### config.mk
export PLATFORM = sky130hd
export DESIGN_NAME = axi_txn_limiter
export DESIGN_NICKNAME = d
export VERILOG_FILES = /design/src/rtl/ariane_axi.sv /design/src/rtl/std_cache_pkg.sv /design/src/rtl/txn_updown_cnt.sv /design/src/rtl/axi_txn_limiter.sv
export SDC_FILE = /design/constraint.sdc
export NUM_CORES = 1
export LEC_CHECK = 0
export CAP_MARGIN = 0
export CELL_PAD_IN_SITES_DETAIL_PLACEMENT = 2
export CELL_PAD_IN_SITES_GLOBAL_PLACEMENT = 2
export CORE_AREA = 2 2 260 262
export CTS_CLUSTER_DIAMETER = 60
export DETAILED_ROUTE_END_ITERATION = 8
export DIE_AREA = 0 0 262 264
export DONT_BUFFER_PORTS = 1
export GPL_TIMING_DRIVEN = 0
export PLACE_DENSITY_LB_ADDON = 0.1
export SYNTH_ARGS = -nofsm -noshare
export SYNTH_HDL_FRONTEND = slang
export SYNTH_HIERARCHICAL = 1
export SYNTH_SLANG_ARGS = --single-unit
### constraint.sdc
create_clock -name clk_i -period 2.55 [get_ports clk_i]
set_input_delay 0.1275 -clock clk_i [delete_from_list [all_inputs] [get_ports clk_i]]
set_output_delay 0.1275 -clock clk_i [all_outputs]
set_load 0.01 [all_outputs]
### src/rtl/ariane_axi.sv
// Minimal AXI4 channel and bundle types shared by the cache subsystem's memory port.
package ariane_axi;

  typedef struct packed {
    logic [3:0]  id;
    logic [63:0] addr;
    logic [7:0]  len;
    logic [2:0]  size;
    logic [1:0]  burst;
  } aw_chan_t;

  typedef struct packed {
    logic [3:0]  id;
    logic [63:0] addr;
    logic [7:0]  len;
    logic [2:0]  size;
    logic [1:0]  burst;
  } ar_chan_t;

  typedef struct packed {
    logic [63:0] data;
    logic [7:0]  strb;
    logic        last;
  } w_chan_t;

  typedef struct packed {
    logic [3:0] id;
    logic [1:0] resp;
  } b_chan_t;

  typedef struct packed {
    logic [3:0]  id;
    logic [63:0] data;
    logic [1:0]  resp;
    logic        last;
  } r_chan_t;

  typedef struct packed {
    aw_chan_t aw;
    logic     aw_valid;
    w_chan_t  w;
    logic     w_valid;
    logic     b_ready;
    ar_chan_t ar;
    logic     ar_valid;
    logic     r_ready;
  } req_t;

  typedef struct packed {
    logic    aw_ready;
    logic    ar_ready;
    logic    w_ready;
    logic    b_valid;
    b_chan_t b;
    logic    r_valid;
    r_chan_t r;
  } resp_t;

endpackage

### src/rtl/std_cache_pkg.sv
// Shared constants and types for the standard cache subsystem's memory-port logic.
package std_cache_pkg;

  localparam logic [1:0] AXI_RESP_OKAY   = 2'b00;
  localparam logic [1:0] AXI_RESP_EXOKAY = 2'b01;
  localparam logic [1:0] AXI_RESP_SLVERR = 2'b10;
  localparam logic [1:0] AXI_RESP_DECERR = 2'b11;

  localparam int unsigned DEF_MAX_RD_TXNS = 8;
  localparam int unsigned DEF_MAX_WR_TXNS = 4;

  typedef enum logic [1:0] {
    WD_IDLE,
    WD_COUNT,
    WD_TIMEOUT
  } wd_state_e;

  function automatic logic resp_is_err(input logic [1:0] resp);
    return (resp == AXI_RESP_SLVERR) || (resp == AXI_RESP_DECERR);
  endfunction

endpackage

### src/rtl/txn_updown_cnt.sv
// Saturating up/down occupancy counter (0..Max); simultaneous inc and dec cancel.
module txn_updown_cnt #(
  parameter  int unsigned Max   = 4,
  localparam int unsigned Width = $clog2(Max + 1)
) (
  input  logic             clk_i,
  input  logic             rst_ni,
  input  logic             clr_i,
  input  logic             inc_i,
  input  logic             dec_i,
  output logic [Width-1:0] cnt_o,
  output logic             full_o,
  output logic             empty_o
);

  logic [Width-1:0] cnt_q;

  always_ff @(posedge clk_i or negedge rst_ni) begin
    if (!rst_ni) begin
      cnt_q <= '0;
    end else if (clr_i) begin
      cnt_q <= '0;
    end else if (inc_i && !dec_i && !full_o) begin
      cnt_q <= cnt_q + Width'(1);
    end else if (dec_i && !inc_i && !empty_o) begin
      cnt_q <= cnt_q - Width'(1);
    end
  end

  assign cnt_o   = cnt_q;
  assign full_o  = (cnt_q == Width'(Max));
  assign empty_o = (cnt_q == '0);

  // A lone decrement while empty means the far side broke the AXI protocol.
  always_ff @(posedge clk_i) begin
    if (rst_ni && !clr_i) begin
      assert (!(dec_i && !inc_i && empty_o));
    end
  end

endmodule

### src/rtl/axi_txn_limiter.sv
// Outstanding-transaction limiter / W-credit gate on the cache memory port.
// Optional watchdog enabled by defining AXI_TXN_WATCHDOG_EN.
module axi_txn_limiter
  import std_cache_pkg::*;
#(
  parameter int unsigned MaxRdTxns     = DEF_MAX_RD_TXNS,
  parameter int unsigned MaxWrTxns     = DEF_MAX_WR_TXNS,
  parameter int unsigned TimeoutCycles = 1024
) (
  input  logic              clk_i,
  input  logic              rst_ni,
  input  logic              clr_i,
  input  logic              block_i,
  input  ariane_axi::req_t  slv_req_i,
  output ariane_axi::resp_t slv_resp_o,
  output ariane_axi::req_t  mst_req_o,
  input  ariane_axi::resp_t mst_resp_i,
  output logic              idle_o,
  output logic [15:0]       err_cnt_o,
  output logic              timeout_o
);

  localparam int unsigned RdW = $clog2(MaxRdTxns + 1);
  localparam int unsigned WrW = $clog2(MaxWrTxns + 1);

  if (MaxRdTxns < 1 || MaxRdTxns > 255 || MaxWrTxns < 1 || MaxWrTxns > 255 ||
      TimeoutCycles < 1) begin : g_bad_cfg
    $error("axi_txn_limiter: parameter out of range");
  end

  logic           rd_full, rd_empty, wr_full, wr_empty, wc_empty;
  logic           unused_wc_full;
  logic [RdW-1:0] unused_rd_cnt;
  logic [WrW-1:0] unused_wr_cnt, unused_wc_cnt;
  logic           ar_open, aw_open, w_open;
  logic           ar_hs, aw_hs, w_last_hs, r_last_hs, b_hs;
  logic           r_err, b_err;
  logic [16:0]    err_sum;
  logic [15:0]    err_q;
  logic           idle_q;

  // Gates depend only on registered counts, so no ready->valid loop is formed.
  assign ar_open = ~block_i & ~rd_full;
  assign aw_open = ~block_i & ~wr_full;
  assign w_open  = ~wc_empty;

  always_comb begin
    mst_req_o          = slv_req_i;
    mst_req_o.ar_valid = slv_req_i.ar_valid & ar_open;
    mst_req_o.aw_valid = slv_req_i.aw_valid & aw_open;
    mst_req_o.w_valid  = slv_req_i.w_valid & w_open;
    slv_resp_o          = mst_resp_i;
    slv_resp_o.ar_ready = mst_resp_i.ar_ready & ar_open;
    slv_resp_o.aw_ready = mst_resp_i.aw_ready & aw_open;
    slv_resp_o.w_ready  = mst_resp_i.w_ready & w_open;
  end

  assign ar_hs     = mst_req_o.ar_valid & mst_resp_i.ar_ready;
  assign aw_hs     = mst_req_o.aw_valid & mst_resp_i.aw_ready;
  assign w_last_hs = mst_req_o.w_valid & mst_resp_i.w_ready & slv_req_i.w.last;
  assign r_last_hs = mst_resp_i.r_valid & slv_req_i.r_ready & mst_resp_i.r.last;
  assign b_hs      = mst_resp_i.b_valid & slv_req_i.b_ready;

  txn_updown_cnt #(.Max(MaxRdTxns)) i_rd_cnt (
    .clk_i   (clk_i),
    .rst_ni  (rst_ni),
    .clr_i   (clr_i),
    .inc_i   (ar_hs),
    .dec_i   (r_last_hs),
    .cnt_o   (unused_rd_cnt),
    .full_o  (rd_full),
    .empty_o (rd_empty)
  );

  txn_updown_cnt #(.Max(MaxWrTxns)) i_wr_cnt (
    .clk_i   (clk_i),
    .rst_ni  (rst_ni),
    .clr_i   (clr_i),
    .inc_i   (aw_hs),
    .dec_i   (b_hs),
    .cnt_o   (unused_wr_cnt),
    .full_o  (wr_full),
    .empty_o (wr_empty)
  );

  txn_updown_cnt #(.Max(MaxWrTxns)) i_w_cred (
    .clk_i   (clk_i),
    .rst_ni  (rst_ni),
    .clr_i   (clr_i),
    .inc_i   (aw_hs),
    .dec_i   (w_last_hs),
    .cnt_o   (unused_wc_cnt),
    .full_o  (unused_wc_full),
    .empty_o (wc_empty)
  );

  assign r_err   = r_last_hs & resp_is_err(mst_resp_i.r.resp);
  assign b_err   = b_hs & resp_is_err(mst_resp_i.b.resp);
  assign err_sum = {1'b0, err_q} + 17'(r_err) + 17'(b_err);

  always_ff @(posedge clk_i or negedge rst_ni) begin
    if (!rst_ni) begin
      err_q  <= '0;
      idle_q <= 1'b1;
    end else if (clr_i) begin
      err_q  <= '0;
      idle_q <= 1'b1;
    end else begin
      err_q  <= err_sum[16] ? '1 : err_sum[15:0];
      idle_q <= rd_empty & wr_empty & wc_empty;
    end
  end

  assign err_cnt_o = err_q;
  assign idle_o    = idle_q;

`ifdef AXI_TXN_WATCHDOG_EN
  localparam logic [31:0] WdLast = 32'(TimeoutCycles - 1);

  wd_state_e   wd_q, wd_d;
  logic [31:0] wd_cnt_q, wd_cnt_d;
  logic        busy, rb_hs;

  assign busy  = ~(rd_empty & wr_empty & wc_empty);
  assign rb_hs = (mst_resp_i.r_valid & slv_req_i.r_ready) | b_hs;

  always_ff @(posedge clk_i or negedge rst_ni) begin
    if (!rst_ni) begin
      wd_q     <= WD_IDLE;
      wd_cnt_q <= '0;
    end else if (clr_i) begin
      wd_q     <= WD_IDLE;
      wd_cnt_q <= '0;
    end else begin
      wd_q     <= wd_d;
      wd_cnt_q <= wd_cnt_d;
    end
  end

  always_comb begin
    wd_d     = wd_q;
    wd_cnt_d = wd_cnt_q;
    unique case (wd_q)
      WD_IDLE: begin
        if (busy) begin
          wd_d     = WD_COUNT;
          wd_cnt_d = '0;
        end
      end
      WD_COUNT: begin
        if (!busy) begin
          wd_d = WD_IDLE;
        end else if (wd_cnt_q == WdLast) begin
          wd_d = WD_TIMEOUT;
        end else if (rb_hs) begin
          wd_cnt_d = '0;
        end else begin
          wd_cnt_d = wd_cnt_q + 32'd1;
        end
      end
      WD_TIMEOUT: wd_d = WD_TIMEOUT;
      default:    wd_d = WD_IDLE;
    endcase
  end

  assign timeout_o = (wd_q == WD_TIMEOUT);
`else
  assign timeout_o = 1'b0;
`endif

endmodule
# ---- Word level (Yosys, flattened, before mapping)
# Index checks and enable logic that the tools add are counted.
dict set report word_totals {
  in_bits 326
  reg_bits 27
  output_inout_bits 340
}
dict set report classes {
  n_reduce_logical 31
  addsub 8
  muxes 12
  bitwise_logic 23
  eq_ne 7
}
# operator count
set ops {}
lappend ops {{two-way mux 16 bit} 2}
lappend ops {{AND 1 bit} 19}
lappend ops {{two-way mux 3 bit} 6}
lappend ops {{adder 16 x 1 -> 17 bit} 1}
lappend ops {{adder 17 x 1 -> 17 bit} 1}
lappend ops {{logical AND 1 bit} 12}
lappend ops {{two-way mux 4 bit} 3}
lappend ops {{zero test 1 bit} 11}
lappend ops {{nonzero test 3 bit} 3}
lappend ops {{equality test 2 bit (second input constant)} 4}
lappend ops {{adder 3 x 1 -> 3 bit (second input constant)} 2}
lappend ops {{equality test 3 bit (second input constant)} 2}
lappend ops {{zero test 3 bit} 2}
lappend ops {{subtractor 3 x 1 -> 3 bit (second input constant)} 2}
lappend ops {{adder 4 x 1 -> 4 bit (second input constant)} 1}
lappend ops {{equality test 4 bit (second input constant)} 1}
lappend ops {{zero test 4 bit} 1}
lappend ops {{NOT 1 bit} 4}
lappend ops {{subtractor 4 x 1 -> 4 bit (second input constant)} 1}
lappend ops {{logical OR 1 bit} 2}
lappend ops {{two-way mux 1 bit} 1}

# ---- Depth between registers and ports, before layout
# Gate-level depths: netlist of run 1.
dict set report logic_depth {
  ltp_word 11
  ltp_mapped 11
  ltp_nobuf 10
}

# ---- By module
# Netlist of run 1, hierarchy kept.
# module area_each_um2 cells_each seq_area_each_um2 instances
set by_module_without_submodules {}
lappend by_module_without_submodules {axi_txn_limiter 3358.2 414 426.7 1}
lappend by_module_without_submodules {{txn_updown_cnt at i_w_cred ...} 239.0 28 75.1 2}
lappend by_module_without_submodules {{txn_updown_cnt at i_rd_cnt} 379.1 38 100.1 1}

# ---- Worst setup path after synthesis of run 1
# No wires, ideal clock.
dict set report synth_path {
  path_kind {flip-flop to flip-flop}
  startpoint {register i_rd_cnt.cnt_q[3] (netlist: i_rd_cnt/cnt_o[3])}
  endpoint {register i_rd_cnt.cnt_q[3] (netlist: i_rd_cnt/cnt_o[3])}
  path_buffers 0
  setup_time_ns 0.077
  required_time_ns 2.473
  arrival_time_ns 2.613
  synth_period_minus_slack_ns 2.690
  setup_slack_ns -0.140
  stages_incl_launch_ff 11
  path_cell_list {dfrtp_1 -> nor4b_2 -> nor3b_1 -> and2_1 -> nand2b_1 -> or2_2 -> ha_1 -> a21o_1 -> a2111oi_0 -> o21ai_0 -> a21oi_1}
}
dict set report synth_between {
  elab_chain_len 9
  word_cells_on_any_way 19
  classes_between {add/sub: 2; eq/ne: 1; mux: 3; bitwise: 4; reduce/logical: 9}
}
# item line_no
set synth_lines {}
lappend synth_lines {{start: declaration} txn_updown_cnt.sv:16} ;# logic [Width-1:0] cnt_q;
lappend synth_lines {{start signal: assignment} txn_updown_cnt.sv:24} ;# cnt_q <= cnt_q + Width'(1);
lappend synth_lines {{start signal: assignment} txn_updown_cnt.sv:26} ;# cnt_q <= cnt_q - Width'(1);
lappend synth_lines {{equality test 4 bit (*)} txn_updown_cnt.sv:31} ;# assign full_o = (cnt_q == Width'(Max));
lappend synth_lines {{net rd_full} axi_txn_limiter.sv:31} ;# logic rd_full, rd_empty, wr_full, wr_empty, wc_empty;
lappend synth_lines {{NOT 1 bit (*)} axi_txn_limiter.sv:43} ;# assign ar_open = ~block_i & ~rd_full;
lappend synth_lines {{AND 1 bit (*)} axi_txn_limiter.sv:43}
lappend synth_lines {{AND 1 bit (*)} axi_txn_limiter.sv:49} ;# mst_req_o.ar_valid = slv_req_i.ar_valid & ar_open;
lappend synth_lines {{AND 1 bit (*)} axi_txn_limiter.sv:58} ;# assign ar_hs = mst_req_o.ar_valid & mst_resp_i.ar_ready;
lappend synth_lines {{net ar_hs} axi_txn_limiter.sv:36} ;# logic ar_hs, aw_hs, w_last_hs, r_last_hs, b_hs;
lappend synth_lines {{logical AND 1 bit / zero test 1 bit (equally long branches)} {txn_updown_cnt.sv:23, txn_updown_cnt.sv:25}}
lappend synth_lines {{logical AND 1 bit (on tied branches)} {txn_updown_cnt.sv:23, txn_updown_cnt.sv:25}}
lappend synth_lines {{two-way mux 4 bit / logical AND 1 bit (equally long branches)} {txn_updown_cnt.sv:23, txn_updown_cnt.sv:25}}
lappend synth_lines {{two-way mux 4 bit / nonzero test 3 bit (equally long branches)} -}
# Mark *: on every way through the listed nets, which the timed path passes. The rest lies on a longest branch. The select of a mux whose other input is x is not followed.
# A chain may end at the register's enable or synchronous reset.

# ---- Worst setup path in the final report of run 1
dict set report layout_path {
  startpoint {register i_wr_cnt.cnt_q[1] (netlist: i_wr_cnt/cnt_o[1])}
  endpoint {register i_wr_cnt.cnt_q[2] (netlist: i_wr_cnt/cnt_o[2])}
}
dict set report layout_between {
  elab_chain_len 9
  word_cells_on_any_way 19
  classes_between {add/sub: 2; eq/ne: 1; mux: 3; bitwise: 4; reduce/logical: 9}
}
# item line_no
set layout_lines {}
lappend layout_lines {{start: declaration} txn_updown_cnt.sv:16}
lappend layout_lines {{start signal: assignment} txn_updown_cnt.sv:24}
lappend layout_lines {{start signal: assignment} txn_updown_cnt.sv:26}
lappend layout_lines {{equality test 3 bit (*)} txn_updown_cnt.sv:31}
lappend layout_lines {{net wr_full} axi_txn_limiter.sv:31}
lappend layout_lines {{NOT 1 bit (*)} axi_txn_limiter.sv:44} ;# assign aw_open = ~block_i & ~wr_full;
lappend layout_lines {{AND 1 bit (*)} axi_txn_limiter.sv:44}
lappend layout_lines {{AND 1 bit (*)} axi_txn_limiter.sv:50} ;# mst_req_o.aw_valid = slv_req_i.aw_valid & aw_open;
lappend layout_lines {{AND 1 bit (*)} axi_txn_limiter.sv:59} ;# assign aw_hs = mst_req_o.aw_valid & mst_resp_i.aw_ready;
lappend layout_lines {{net aw_hs} axi_txn_limiter.sv:36}
lappend layout_lines {{logical AND 1 bit / zero test 1 bit (equally long branches)} {txn_updown_cnt.sv:23, txn_updown_cnt.sv:25}}
lappend layout_lines {{logical AND 1 bit (on tied branches)} {txn_updown_cnt.sv:23, txn_updown_cnt.sv:25}}
lappend layout_lines {{two-way mux 3 bit / logical AND 1 bit (equally long branches)} {txn_updown_cnt.sv:23, txn_updown_cnt.sv:25}}
lappend layout_lines {{two-way mux 3 bit / nonzero test 3 bit (equally long branches)} -}
# Marked as above.

==> key figures, run 1 <==
STA
  – Crit path time final: 2.42 ns
  – Fmax achieved: 413 MHz
  – Worst Skew: 0.00221 ns
  – Worst slew pin tran: 0.566 ns
  – Max Slew Vio Count: 0
  – Final Hold Viols: 10
  – Post-route setup TNS: 0 ns
  – Worst slew margin: 62.3%
  – Final period utilization: 94.9%
  – Final hold slack: -0.110 ns
  – Setup violators final: 0
  – RSZ-0062 raised after global routing: true

CTS
  – Num CTS Buffers: 3
  – Clock buffer depth: 2
  – Clk_lat worst skew: 0.28 ns
  – CTS HTree Levels: 1
  – CTS tree: yes
  – Clk root buf: clkbuf_16
  – Clk sinks: 27
  – Post-CTS Hold Buffers: 2
  – Worst-path clk slew: 0.08 ns

Yosys
  – Cell variety after synth: 51
  – Top cell type's share of synthesized area: 56.5%
  – Main combinational cell family by area after synthesis: buffers and inverters
  – Number of enable flip-flop cells after synthesis: 0
  – Area share of fa/ha/maj cells after synthesis: 2.79%
  – Ys async rst share: 100%
  – Syn Inst Count: 508
  – Synth cell count leaders: 317 x buf_4, 26 x dfrtp_1, 18 x a21oi_1, 18 x inv_1, 15 x nor2_1
  – Synth Area in Simple Gates: 11.6%
  – Mux cell area share after synthesis: 0.237%
  – Syn nets: 841
  – Area contributors post-synth: buf_4 56%, dfrtp_1 15%, xnor2_1 2.3%
  – Ys flop type: dfrtp_1
  – Yosys warning count: 6
  – Avg Inst Size Synth: 8.30 um2
  – Yosys top cell by area: buf_4
  – Yosys reg bits: 27
  – Synth Area in Compound Gates: 7.33%
  – Count leader, synth: buf_4
  – Sequential-to-total area share from yosys stat: 16.1%
  – Cell Area, Synth: 4220 um2
  – XOR/XNOR share of the synthesized area: 3.12%

Pwr
  – Max IR drop VDD: 175 uV
  – Total power: 1.66 mW
  – Leakage power: 2.43 nW
  – Pwr/cell area: 290 nW/um2

Setup path
  – Critical R2R Capture: i_wr_cnt/cnt_o[2]$_DFFE_PN0P_
  – Critical Path Start Type: register
  – CP Cell Sequence: or3b_4, inv_4, nor3b_4, and2_4, nand2b_4, nor2_2, fa_1, o311ai_0, a31oi_1
  – Worst setup path endpoint: i_wr_cnt/cnt_o[2]$_DFFE_PN0P_
  – Crit path from: i_wr_cnt/cnt_o[1]$_DFFE_PN0P_
  – Worst Path Arrival: 2.58 ns
  – RR Startpoint: i_wr_cnt/cnt_o[1]$_DFFE_PN0P_
  – Critical path's largest stage delay: 0.45 ns
  – Critical Path Slowest Stage Cell: dfrtp_2
  – Max Fanout on Critical Path: 6
  – Critical path endpoint category: register
  – Worst EP required: 2.71 ns
  – FF-to-FF path depth: 9
  – Kind of critical path: reg -> reg
  – R2R setup slack: 0.13 ns

Global route
  – Initial antenna violation count: 0
  – GR Overflow Total: 0
  – M1 GR Usage: 4.38%
  – Largest net degree at the start of global routing: 28
  – Most crowded layer after global routing: met2
  – GR Util All Layers: 4.33%
  – Vias in the first global route: 3386
  – Met2 Usage GRT: 8.54%
  – Met3 Usage GRT: 1.67%
  – First-pass GRT wire length: 22700 um

Die
  – Cell Rows: 95
  – Core footprint: 66600 um2
  – Die area: 69200 um2
  – Die height: 264 um
  – Initial core utilization: 6.33%
  – Chip width: 262 um
  – Num ports: 666

Drt
  – Drt total wl: 17300 um
  – Vias: 3131
  – Router iterations before antenna repair: 3
  – Detailed Route Iter0 Violations: 57
  – Vias per cell: 2.23
  – Post-route ant nets: 0
  – # DRC: 0
  – Post-DR wirelength/cell: 12.3 um

Placed design
  – Post-DP HPWL: 14900 um
  – I/O Buffers: 0
  – GP Congestion: 0.741

Run status
  – Status: finished, violations left
  – Failing checks: negative hold slack

Cells and area
  – Nets: 864
  – Layout Area Growth over Synthesis: 35.8%
  – Share of post-route cells with drive strength above 1: 73.4%
  – Final core utilization: 8.60%

Min path
  – Hold Path Class: in -> reg

Flow run
  – Total of max-cap violations: 0
==> critical path, delay by kind of cell (launching register included) <==
family	cells	cell delay, ns
buffers and inverters	1	0.11
and+or+nand+nor	5	0.80
AOI/OAI and AO/OA	2	0.49
adders and majority gates	1	0.43
DFF	1	0.45
==> repair_timing <==
item,in CTS,in global routing
resized for setup,26,19
setup buffers,7,9
pin swaps,6,14
setup endpoints to repair,17,16
endpoints found under the hold margin,37,10
==> worst min path at each step <==
stage,cells after the start,from,slack (ns),to
2_1_floorplan,0,rst_ni,-0.17,err_cnt_o[0]$_DFF_PN0_
3_3_place_gp,0,rst_ni,-0.17,err_cnt_o[12]$_DFF_PN0_
3_5_place_dp,0,rst_ni,-0.17,err_cnt_o[12]$_DFF_PN0_
4_1_cts,1,clr_i,-0.13,i_rd_cnt/cnt_o[1]$_DFFE_PN0P_
5_1_grt,1,clr_i,-0.13,i_rd_cnt/cnt_o[1]$_DFFE_PN0P_
6_report,1,clr_i,-0.11,i_rd_cnt/cnt_o[1]$_DFFE_PN0P_
==> through the flow <==
stage	cells	setup WS (ns)	area, um2	hold WS [ns]
5_1_grt	1403	-0.0313	5720	-0.133
4_1_cts	1394	0.00614	5570	-0.128
6_report	1405	0.129	5720	-0.110
3_3_place_gp	1381	-0.519	5310	-0.167
2_1_floorplan	508	0.0211	4220	-0.168
3_5_place_dp	1381	-0.667	5310	-0.167
==> cell usage in the layout, fill, tap and decap left out, types with 4 or more instances in the layout <==
cell,Yosys,routed
nor2_1,15,13
buf_4,317,333
inv_1,18,16
xor2_1,4,4
a31oi_1,6,6
nand2_1,5,5
fa_1,4,4
dfrtp_1,26,17
dfrtp_2,0,9
a21oi_1,18,15
nor3_1,7,7
xnor2_1,11,11
or3_1,6,5
==> sequential cells by signal, indices dropped and copies added, names as in the netlist <==
name            cells
i_rd_cnt/cnt_o      4
idle_o              1
err_cnt_o          16
i_wr_cnt/cnt_o      3
i_w_cred/cnt_o      3
==> routing by layer <==
| metal | wire [um] | part of all wire, % |
|---|---|---|
| met1 | 5600 | 32 |
| met2 | 9670 | 56 |
| met4 | 114 | 0.66 |
| met3 | 1920 | 11 |
| met5 | 0 | 0 |
==> layout make-up <==
type                       instances  area (um2)
fill                            7903       60800
buffer                           321        2410
multi-input combinational        142        1220
tap                              873        1090
sequential                        27         688
timing repair buffer              18         150
clock buffer                       3        75.1
inverter                          18        72.6
clock inverter                     1        7.51
antenna                            2        5.00
==> logic make-up (layout without fill, tap and decap cells) <==
kind of cell / Yosys count / after routing
adder cells (fa/ha/maj): 7 / 7
XOR/XNOR: 15 / 15
multiplexers: 1 / 1
other: 1 / 3
buffers and inverters: 339 / 361
AND/OR/NAND/NOR: 73 / 73
AO/OA/AOI/OAI: 45 / 45
flip-flops: 27 / 27
==> power breakdown <==
group / switching [mW] / internal (mW)
logic: 0.360 / 0.418
clock network: 0.204 / 0.216
registers: 0.0170 / 0.445
Note: power is estimated with default switching activity, not from simulation.
==> run 2, diff against run 1 <==
--- a/config.mk
+++ b/config.mk
@@ -8,10 +8,10 @@
 export CAP_MARGIN = 0
 export CELL_PAD_IN_SITES_DETAIL_PLACEMENT = 2
 export CELL_PAD_IN_SITES_GLOBAL_PLACEMENT = 2
-export CORE_AREA = 2 2 260 262
+export CORE_AREA = 2 2 257 259
 export CTS_CLUSTER_DIAMETER = 60
 export DETAILED_ROUTE_END_ITERATION = 8
-export DIE_AREA = 0 0 262 264
+export DIE_AREA = 0 0 259 261
 export DONT_BUFFER_PORTS = 1
 export GPL_TIMING_DRIVEN = 0
 export PLACE_DENSITY_LB_ADDON = 0.1
==> constraint.sdc (replaced) <==
create_clock -name clk_i -period 2.5 [get_ports clk_i]
set_input_delay 0.125 -clock clk_i [delete_from_list [all_inputs] [get_ports clk_i]]
set_output_delay 0.125 -clock clk_i [all_outputs]
set_load 0.01 [all_outputs]
==> run 2 against run 1 <==
The run ends with negative hold slack, negative setup slack left. Hold slack worse by 0.0041 ns. Sequential share of layout area about the same. Sequential power grew 3%. Die area fell by 2.3%. Combinational power grew 0.6%. Critical path depth up 1. Count of clock-buffer cells in the layout unchanged. Flip-flop and latch count did not move. Fmax shrank 4.3%. Design area decreased by 0.92%. Largest power group unchanged.
==> key figures, run 2 (synthesis gave the netlist of run 1 again) <==
CTS
  – Clk sinks: 27 (unchanged)
  – Clock buffer depth: 2 (unchanged)
  – CTS tree: yes
  – Num CTS Buffers: 3 (unchanged)
  – CTS HTree Levels: 1 (unchanged)
  – Post-CTS Hold Buffers: 2 (unchanged)
  – Clk root buf: clkbuf_16
  – Worst-path clk slew: 0.08 ns (about the same)
  – Clk_lat worst skew: 0.29 ns (about the same)

Run status
  – Failing checks: negative hold slack, negative setup slack
  – Status: finished, violations left

Placed design
  – Post-DP HPWL: 15000 um (+1.1%)
  – GP Congestion: 0.713 (-3.8%)
  – I/O Buffers: 0 (unchanged)
  – Placed inst area: 5320 um2 (about the same)

Die
  – Chip width: 259 um (-1.1%)
  – Die height: 261 um (-1.1%)
  – Num ports: 666 (unchanged)
  – Initial core utilization: 6.48% (+0.15 points)
  – Die area: 67600 um2 (-2.3%)
  – Cell Rows: 94 (-1.1%)
  – Core footprint: 65000 um2 (-2.3%)

STA
  – Final hold slack: -0.114 ns (-0.00409 ns)
  – RSZ-0062 raised after global routing: true
  – Fmax achieved: 395 MHz (-4.3%)
  – Post-route setup TNS: -0.0297 ns (-0.0297 ns)
  – Final period utilization: 101% (+6.3 points)
  – Crit path time final: 2.53 ns (+0.109 ns)
  – Final Hold Viols: 10 (unchanged)
  – Max Slew Vio Count: 0 (unchanged)
  – Worst Skew: 0.00436 ns (+0.00215 ns)
  – Setup violators final: 1 (+1)
  – Worst slew pin tran: 0.561 ns (-0.00565 ns)
  – Final worst setup slack: -0.0297 ns (-0.159 ns)
  – Worst slew margin: 62.6% (+0.38 points)

Cells and area
  – Nets: 864 (unchanged)
  – Post-route cell area: 5670 um2 (-0.92%)
  – Layout Area Growth over Synthesis: 34.5%
  – Most frequent cells in the layout: 333 x buf_4, 20 x dfrtp_1, 17 x a21oi_1
  – Max FFs per register: 16 (unchanged)
  – Most common cell after layout, fill and taps aside: buf_4
  – Fill count: 7672 (-2.9%)
  – Share of post-route cells with drive strength above 1: 72.1% (-1.3 points)

Drt
  – Post-route ant nets: 0 (unchanged)
  – Post-DR wirelength/cell: 12.4 um (+0.60%)
  – Detailed Route Iter0 Violations: 59 (+3.5%)
  – Top sig layer: met4
  – Metal1 wirelength: 5230 um (-6.5%)
  – Router iterations before antenna repair: 4 (+1)
  – Vias per cell: 2.25 (+0.97%)
  – Met2 wire length: 10200 um (+5.6%)
  – Vias: 3139 (+0.26%)
  – Drt total wl: 17300 um (-0.12%)
  – # DRC: 0 (unchanged)
  – WL met3: 1760 um (-8.8%)

Setup path
  – Max Fanout on Critical Path: 3 (-3)
  – CP Cell Sequence: nor4b_4, nor3b_2, and2_4, nand2b_4, or2_4, ha_4, a21o_1, a2111oi_4, o21ai_1, a21oi_1
  – Crit path max-delay family: simple AND/OR/NAND/NOR gates
  – Critical Path Slowest Stage Cell: dfrtp_2
  – Critical path's largest stage delay: 0.42 ns (-0.03 ns)
  – Worst EP required: 2.71 ns (about the same)
  – Kind of critical path: reg -> reg
  – Buf/Inv on CP: 0 (-1)
  – Worst Path Arrival: 2.74 ns (+0.16 ns)
  – Critical path endpoint category: register
  – Critical Path Start Type: register

Global route
  – Largest net degree at the start of global routing: 28 (unchanged)
  – First-pass GRT wire length: 22600 um (-0.19%)
  – GR Overflow Total: 0 (unchanged)
  – Vias in the first global route: 3345 (-1.2%)
  – Initial antenna violation count: 0 (unchanged)
  – GR Util All Layers: 4.44% (+0.11 points)

Pwr
  – Switching share of total power: 35.2% (+0.21 points)
  – Switching Power: 596 uW (+2.6%)
  – Pwr/cell area: 298 nW/um2 (+2.9%)
  – Max IR drop VDD: 177 uV (+0.87%)
  – Seq pwr share: 28.1% (+0.3 points)
  – P_int: 1.10 mW (+1.7%)
  – Clock power share: 25.6% (+0.3 points)
  – Total power: 1.69 mW (+2.0%)
  – Leakage power: 2.44 nW (+0.32%)
  – Combinational Power Share: 46.3% (-0.6 points)

Min path
  – Hold Path Class: in -> reg

Flow run
  – Total of max-cap violations: 0 (unchanged)
==> run 2: changes by cell type in the layout (fill, tap and decap cells not counted), sizes merged <==
cell | before | now
diode | 2 | 1
==> run 2: area by class of cell <==
cell class / count / area (um2) / share of cell area [%]
Buffer: 321 / 2410 / 42.5
Multi-Input combinational cell: 142 / 1190 / 21.0
Timing Repair Buffer: 18 / 150 / 2.65
Inverter: 18 / 67.6 / 1.19
Sequential cell: 27 / 684 / 12.1
Clock inverter: 1 / 7.51 / 0.132
Clock buffer: 3 / 75.1 / 1.32
Antenna cell: 1 / 2.50 / 0.0441
Tap cell: 864 / 1080 / 19.1
==> run 2: power by group through the flow <==
stage	Clock, mW	Combinational (mW)	Sequential, mW
2_1_floorplan	0	0.647	0.476
3_3_place_gp	0	0.747	0.486
3_5_place_dp	0	0.737	0.485
4_1_cts	0.475	0.785	0.477
5_1_grt	0.484	0.846	0.480
6_report	0.433	0.783	0.476
==> run 2: layer usage <==
| layer | vias up | track usage [%] |
|---|---|---|
| met5 | - | 0 |
| met4 | 0 | 0.578 |
| met3 | 4 | 1.63 |
| met2 | 287 | 9.09 |
| met1 | 1484 | 4.26 |
| li1 | 1364 | - |
==> run 2: what timing repair did <==
item | in CTS | in global routing
setup buffers | 8 | 8
pin swaps | 8 | 5
resized for setup | 25 | 9
endpoints found under the setup margin | 17 | 16
endpoints found under the hold margin | 37 | 10
==> run 2: worst paths after layout <==
| path | slack (ns) | cells past startpoint | to | from |
|---|---|---|---|---|
| max in group asynchronous | 1.93 | 2 | idle_o$_DFF_PN1_ | rst_ni |
| min in group asynchronous | 0.29 | 2 | err_cnt_o[11]$_DFF_PN0_ | rst_ni |
| min | -0.11 | 1 | i_rd_cnt/cnt_o[3]$_DFFE_PN0P_ | clr_i |
| max reg2reg | -0.03 | 10 | i_rd_cnt/cnt_o[3]$_DFFE_PN0P_ | i_rd_cnt/cnt_o[3]$_DFFE_PN0P_ |
| min reg2reg | 0.65 | 2 | i_wr_cnt/cnt_o[0]$_DFFE_PN0P_ | i_wr_cnt/cnt_o[1]$_DFFE_PN0P_ |
| max | -0.03 | 10 | i_rd_cnt/cnt_o[3]$_DFFE_PN0P_ | i_rd_cnt/cnt_o[3]$_DFFE_PN0P_ |
==> run 2: stage by stage <==
step / cells / setup slack (ns) / hold WS [ns] / utilization [%]
floorplan: 508 / 0.0121 / -0.171 / -
finish: 1395 / -0.0297 / -0.114 / 8.72
CTS: 1386 / -0.0661 / -0.135 / 8.56
global placement: 1372 / -0.596 / -0.167 / 8.17
global route: 1394 / -0.198 / -0.133 / 8.71
detailed placement: 1372 / -0.567 / -0.167 / 8.17
